[src/rtl/io_bus_master.sv]
// io_bus_master: CPU-side initiator for the memory-mapped IO bus.
// Turns one 8/16/32-bit load or store into 16-bit bus beats and collects
// read data after the responder's fixed READ_LATENCY address pipeline.
// Optional build macro IO_MASTER_ALIGN_CHECK_EN: a misaligned non-byte
// request is answered with rsp_err=1 and never reaches the bus.
module io_bus_master #(
  parameter int unsigned READ_LATENCY = 2,      // 1..7
  parameter logic [31:0] HI_OFFSET    = 32'd2
) (
  input  logic        main_clk,
  input  logic        main_rst,
  input  logic        req_valid,
  output logic        req_ready,
  input  logic        req_write,
  input  logic        req_byte,
  input  logic        req_word32,
  input  logic [31:0] req_addr,
  input  logic [31:0] req_wdata,
  output logic        rsp_valid,
  output logic [31:0] rsp_rdata,
  output logic        rsp_err,
  output logic [31:0] address_out_io,
  output logic [1:0]  control_out_io,
  output logic [15:0] data_in_io,
  input  logic [15:0] data_out_io
);

  typedef enum logic [1:0] {
    IDLE    = 2'd0,
    WR_BEAT = 2'd1,
    RD_WAIT = 2'd2,
    RESP    = 2'd3
  } state_t;

  localparam logic [2:0] LAT_CNT = 3'(READ_LATENCY);

  state_t      state_q;
  logic        req_ready_q;
  logic        rsp_valid_q;
  logic        rsp_err_q;
  logic [31:0] rdata_q;
  logic [31:0] bus_addr_q;
  logic [1:0]  bus_ctrl_q;
  logic [15:0] bus_data_q;
  logic        byte_q;
  logic        word32_q;
  logic        half_q;
  logic [2:0]  cnt_q;
  logic [31:0] lo_addr_q;
  logic [31:0] wdata_q;

  logic [31:0] in_lo_addr;
  logic [31:0] hi_addr;

  // Non-byte beats are always halfword aligned on the bus.
  assign in_lo_addr = req_byte ? req_addr : (req_addr & 32'hFFFF_FFFE);
  assign hi_addr    = (lo_addr_q + HI_OFFSET) & 32'hFFFF_FFFE;

`ifdef IO_MASTER_ALIGN_CHECK_EN
  logic misalign;
  assign misalign = !req_byte && (req_addr[0] || (req_word32 && req_addr[1]));
`endif

  assign req_ready      = req_ready_q;
  assign rsp_valid      = rsp_valid_q;
  assign rsp_err        = rsp_err_q;
  assign rsp_rdata      = rdata_q;
  assign address_out_io = bus_addr_q;
  assign control_out_io = bus_ctrl_q;
  assign data_in_io     = bus_data_q;

  // Request sequencer: accepts a request, issues its beats, returns one response.
  always_ff @(posedge main_clk) begin
    // NOTE: reset is synchronous, so it lives inside the clocked branch and
    // only takes effect on the next edge; an in-flight transfer is abandoned.
    if (main_rst) begin
      state_q     <= IDLE;
      req_ready_q <= 1'b1;
      rsp_valid_q <= 1'b0;
      rsp_err_q   <= 1'b0;
      rdata_q     <= '0;
      bus_addr_q  <= '0;
      bus_ctrl_q  <= '0;
      bus_data_q  <= '0;
      byte_q      <= 1'b0;
      word32_q    <= 1'b0;
      half_q      <= 1'b0;
      cnt_q       <= '0;
      lo_addr_q   <= '0;
      wdata_q     <= '0;
    end else begin
      // NOTE: every state register uses <= so all updates see pre-edge values.
      unique case (state_q)
        IDLE: begin
          if (req_valid) begin
            req_ready_q <= 1'b0;
            byte_q      <= req_byte;
            word32_q    <= req_word32 && !req_byte;
            lo_addr_q   <= in_lo_addr;
            wdata_q     <= req_wdata;
            half_q      <= 1'b0;
            cnt_q       <= '0;
            rdata_q     <= '0;
`ifdef IO_MASTER_ALIGN_CHECK_EN
            if (misalign) begin
              state_q <= RESP;
            end else
`endif
            if (req_write) begin
              state_q    <= WR_BEAT;
              bus_addr_q <= in_lo_addr;
              bus_ctrl_q <= {1'b1, req_byte};
              bus_data_q <= req_byte ? {req_wdata[7:0], req_wdata[7:0]} : req_wdata[15:0];
            end else begin
              state_q    <= RD_WAIT;
              bus_addr_q <= in_lo_addr;
              bus_ctrl_q <= {1'b0, req_byte};
            end
          end
        end

        WR_BEAT: begin
          if (word32_q && !half_q) begin
            half_q     <= 1'b1;
            bus_addr_q <= hi_addr;
            bus_data_q <= wdata_q[31:16];
            bus_ctrl_q <= 2'b10;
          end else begin
            bus_ctrl_q  <= 2'b00;
            rsp_valid_q <= 1'b1;
            state_q     <= RESP;
          end
        end

        RD_WAIT: begin
          if (cnt_q == LAT_CNT) begin
            if (byte_q) begin
              rdata_q <= {24'd0, data_out_io[7:0]};
            end else if (half_q) begin
              rdata_q[31:16] <= data_out_io;
            end else begin
              rdata_q[15:0] <= data_out_io;
            end
            if (word32_q && !half_q) begin
              half_q     <= 1'b1;
              bus_addr_q <= hi_addr;
              cnt_q      <= '0;
            end else begin
              bus_ctrl_q  <= 2'b00;
              rsp_valid_q <= 1'b1;
              state_q     <= RESP;
            end
          end else begin
            cnt_q <= cnt_q + 3'd1;
          end
        end

        RESP: begin
`ifdef IO_MASTER_ALIGN_CHECK_EN
          // Error path enters RESP with no pulse yet; raise it one cycle later.
          if (!rsp_valid_q) begin
            rsp_valid_q <= 1'b1;
            rsp_err_q   <= 1'b1;
          end else
`endif
          begin
            rsp_valid_q <= 1'b0;
            rsp_err_q   <= 1'b0;
            req_ready_q <= 1'b1;
            state_q     <= IDLE;
          end
        end
      endcase
    end
  end

endmodule

[config.mk]
export PLATFORM = sky130hd
export DESIGN_NAME = io_bus_master
export DESIGN_NICKNAME = d
export VERILOG_FILES = /design/src/rtl/io_bus_master.sv
export SDC_FILE = /design/constraint.sdc
export NUM_CORES = 1
export LEC_CHECK = 0
export CAP_MARGIN = 10
export CORE_MARGIN = 2
export CORE_UTILIZATION = 44
export CTS_CLUSTER_SIZE = 10
export DETAILED_ROUTE_END_ITERATION = 8
export PLACE_DENSITY = 0.81
export SLEW_MARGIN = 30
export SYNTH_ARGS = -nofsm -noshare
export SYNTH_HDL_FRONTEND = slang
export SYNTH_SLANG_ARGS = --single-unit
[constraint.sdc]
create_clock -name main_clk -period 2.1 [get_ports main_clk]
set_clock_uncertainty 0.1 [all_clocks]
set_input_delay 0.315 -clock main_clk [delete_from_list [all_inputs] [get_ports main_clk]]
set_output_delay 0.315 -clock main_clk [all_outputs]
set_load 0.005 [all_outputs]
==> flow_summary_export.csv <==
group,metric,value,unit
floorplanning,core.rowCount,43,
setup_path,timing.critical_path.to_type,"flip-flop",
clock_tree,cts-root-to-sink-buffers,2,
setup_path,cp_data_required_time,2.35,ns
flow_run,max_cap_viol,0,
logic_synthesis,synth_async_sr_flop_share,0,%
logic_synthesis,yosysSeqAreaShare,44.33,%
detailed_routing,drt_first_pass_iters,5,
logic_synthesis,number_of_enable_type_register_cells_in_the_synthesized_netlist,0,
placed_design,detailedPlacementHpwl,11910,um
global_route,grt_antenna_before_repair,0,
cells_and_area,antenna_cells_inserted,0,
power,power.static_leakage,3.273,nW
cells_and_area,fin_util,65.86,%
setup_path,cpMostUsedCell,"sky130_fd_sc_hd__buf_12",
timing,maxClockFrequency,489.5,MHz
floorplanning,initial_core_util,45.05,%
detailed_routing,wirelength,17860,um
worst_hold_path,worst_hold_path.endpoint,"lo_addr_q[27]$_SDFFE_PP0P_",
worst_hold_path,worstHoldStart,"main_rst",
setup_path,critPathLaunchType,"flip-flop",
cells_and_area,fillers,1125,
global_route,first_global_vias,5670,
floorplanning,floorplan.die.height,123.4,um
detailed_routing,dr_total_vias,6103,
logic_synthesis,syn-num-nets,846,
logic_synthesis,post_synth.cell_area_avg,8.325,sq um
power,peak_supply_drop,0.5635,mV
logic_synthesis,synth_seq_cells,139,
worst_hold_path,min-delay-path-class,"primary input to flip-flop",
logic_synthesis,netlist-cell-type-count,58,
logic_synthesis,syn-cell-area,6277,sq um
floorplanning,dieWidth,123.4,um
timing,timing.final.max_slew_violations,0,
detailed_routing,count_of_nets_left_with_antenna_violations_after_detail_routing,0,
timing,hold_violations,0,
logic_synthesis,synth.top_cells.by_area,"sky130_fd_sc_hd__dfxtp_1 44%, sky130_fd_sc_hd__nand2_1 8.7%, sky130_fd_sc_hd__a21oi_1 6.8%, sky130_fd_sc_hd__mux2i_1 4.6%, sky130_fd_sc_hd__nor2_1 4.1%",
logic_synthesis,top_cell_type_s_share_of_synthesized_area,44.33,%
clock_tree,clock_latency_reported_for_the_late_side_of_the_worst_skew_pair,0.42,ns
clock_tree,tritoncts,"done",
logic_synthesis,synth_largest_area_cell,"sky130_fd_sc_hd__dfxtp_1",
clock_tree,clock_tree.root_cell,"sky130_fd_sc_hd__clkbuf_16",
cells_and_area,nNetsFinal,1027,
timing,maxSlewHeadroom,55.92,%
setup_path,critical_path.max_stage_delay,0.37,ns
worst_hold_path,worstHoldPathCells,2,
cells_and_area,most-common-layout-cells,"168 x sky130_fd_sc_hd__clkdlybuf4s50_1, 142 x sky130_fd_sc_hd__nand2_1, 137 x sky130_fd_sc_hd__dfxtp_1",
floorplanning,ios,171,
global_route,globalRouteTotalUtil,23.20,%
global_route,grt_pass1_wl,27860,um
detailed_routing,vias_per_cell,5.410,
logic_synthesis,post_synthesis_cell_count,754,
detailed_routing,drtIter0Drc,397,
cells_and_area,mostFrequentLayoutCell,"sky130_fd_sc_hd__clkdlybuf4s50_1",
setup_path,crit_path_top_delay_cell,"sky130_fd_sc_hd__dfxtp_4",
status,status,"finished clean",
global_route,global_route.overflow_total,0,
logic_synthesis,synth_warnings,0,
placed_design,placement.io_buffers,169,
floorplanning,die-area,15240,sq um
power,power_per_cell_area,1256,nW/um^2
setup_path,critical-path-top-delay-family,"buffers and inverters",
timing,final_min_period_over_clock_period,97.27,%
setup_path,criticalPathCategory,"flip-flop to flip-flop",
setup_path,r2r-start,"state_q[1]$_SDFFE_PP0P_",
timing,worstMarginPinSlew,0.6605,ns
timing,period_needed,2.043,ns
clock_tree,cts_buf_count,17,
timing,finalSetupTns,0,ns
floorplanning,core-area,13930,sq um
setup_path,critical_path.cell_chain,"inv_4 > ha_4 > and3b_2 > o221ai_4 > buf_12 > buf_12 > buf_4 > a211o_1 > a21oi_2",
setup_path,critical_path_arrival,2.30,ns
global_route,grt_start_max_net_pins,51,
setup_path,buf_inv_stages_crit_path,4,
detailed_routing,drc,0,
logic_synthesis,top_flip_flop_cell_by_instance_count_after_synthesis,"sky130_fd_sc_hd__dfxtp_1",
detailed_routing,routed_wire_length_per_instance,15.83,um
cells_and_area,final_layout_size_suffix_gt1_share,12.34,%
setup_path,worst_r2r_endpoint,"address_out_io[7]$_SDFFE_PP0P_",
setup_path,rrSetupSlack,0.06,ns
setup_path,timing.critical_path.fanout_max,8,
clock_tree,cts-htree-levels,4,
clock_tree,path_clk_slew,0.06,ns
cells_and_area,syn_to_final_growth,46.20,%
clock_tree,cts_sinks,139,
placed_design,routabilityCongestion,0.8375,
timing,report.final.setup_viol,0,
setup_path,worst_reg_to_reg_path_cell_count,9,
[sequential cells by signal, indices dropped and copies added, names as in the netlist]
register        cells
rsp_valid           1
word32_q            1
address_out_io     32
wdata_q            16
data_in_io         16
rsp_rdata          32
control_out_io      2
req_ready           1
half_q              1
state_q             2
lo_addr_q          31
cnt_q               3
byte_q              1
[worst register-to-register path, stage by stage, from the launching register on]
cell                       delay, ns
sky130_fd_sc_hd__dfxtp_4        0.37
sky130_fd_sc_hd__inv_4          0.04
sky130_fd_sc_hd__ha_4           0.28
sky130_fd_sc_hd__and3b_2        0.26
sky130_fd_sc_hd__o221ai_4       0.13
sky130_fd_sc_hd__buf_12         0.17
sky130_fd_sc_hd__buf_12         0.14
sky130_fd_sc_hd__buf_4          0.14
sky130_fd_sc_hd__a211o_1        0.24
sky130_fd_sc_hd__a21oi_2        0.11
[where the power goes]
part	switching [mW]	internal, mW	total, mW	leakage, nW
clock	1.08	1.87	2.95	0.287
combinational	2.38	2.52	4.90	1.85
sequential	0.431	3.24	3.67	1.14
[per-stage QoR]
step	area (sq um)	setup slack [ns]	cells	power [mW]	hold WS (ns)
4_1_cts	8989	0.008506	1123	11.09	0.1767
6_report	9178	0.05729	1128	11.52	0.2081
5_1_grt	9178	-0.01982	1128	12.18	0.1970
3_3_place_gp	8346	-0.1470	1088	7.846	0.3375
3_5_place_dp	8348	-0.07009	1088	7.939	0.3422
2_1_floorplan	6277	0.04960	754	5.937	0.3360
[area by class of cell]
type                       instances  area (sq um)  share of cell area [%]
clock inverter                     7         87.58                  0.9543
inverter                           7         28.78                  0.3136
clock buffer                      25         495.5                   5.399
timing repair buffer             213          2183                   23.79
tap                              180         225.2                   2.454
sequential                       139          2788                   30.37
multi-input combinational        557          3369                   36.71
[worst max-delay path by stage]
| stage | cells after the start | from | to | slack (ns) |
|---|---|---|---|---|
| after floorplan | 8 | state_q[0]$_SDFFE_PP0P_ | address_out_io[27]$_SDFFE_PP0P_ | 0.05 |
| after global placement | 6 | req_valid | rsp_rdata[26]$_SDFFE_PP0P_ | -0.15 |
| after detailed placement | 7 | state_q[1]$_SDFFE_PP0P_ | address_out_io[21]$_SDFFE_PP0P_ | -0.07 |
| after CTS | 8 | state_q[1]$_SDFFE_PP0P_ | address_out_io[22]$_SDFFE_PP0P_ | 0.009 |
| after global routing | 9 | state_q[1]$_SDFFE_PP0P_ | address_out_io[6]$_SDFFE_PP0P_ | -0.02 |
| final | 9 | state_q[1]$_SDFFE_PP0P_ | address_out_io[7]$_SDFFE_PP0P_ | 0.06 |
[cells in the mapped netlist (all sizes together) (4+ instances only)]
master,n
nand4,11
a31oi,4
nand2b,6
a21oi,87
o22ai,10
xor2,14
and3,4
xnor2,15
inv,7
a22oi,23
a311oi,5
mux2i,29
nor3,11
nand3,20
o21ai,19
nor2b,6
ha,6
nor3b,12
nand2,146
or3,5
nor2,70
and2,6
dfxtp,139
buf,15
clkbuf,36
a211oi,16
[routing by layer]
| metal | part of all wire (%) | global-route usage [%] | wire length (um) | vias up |
|---|---|---|---|---|
| met1 | 44 | 29.24 | 7788 | 2895 |
| li1 | - | - | - | 3003 |
| met5 | 0 | 0 | 0 | - |
| met3 | 7.1 | 6.873 | 1275 | 18 |
| met2 | 48 | 37.74 | 8588 | 187 |
| met4 | 1.1 | 8.097 | 203 | 0 |
[kinds of logic after synthesis]
family                     count (synthesis)  share of synthesized area [%]
and+or+nand+nor                          308                          23.30
adders and majority gates                  6                          1.196
AOI/OAI and AO/OA                        184                          18.70
DFF                                      139                          44.33
xor gates and xnor gates                  29                          4.046
buffers and inverters                     58                          3.747
other                                      1                        0.05974
muxes                                     29                          4.624
[what timing repair did]
action                                  CTS  global route
cloned                                    1             2
hold buffers                              0             0
endpoints found under the setup margin   24            46
buffers inserted                          2             3
pin swaps                                 1             5
endpoints found under the hold margin     0             0
resized for setup                         4            25
No activity file was read; power rests on OpenSTA's default activity.
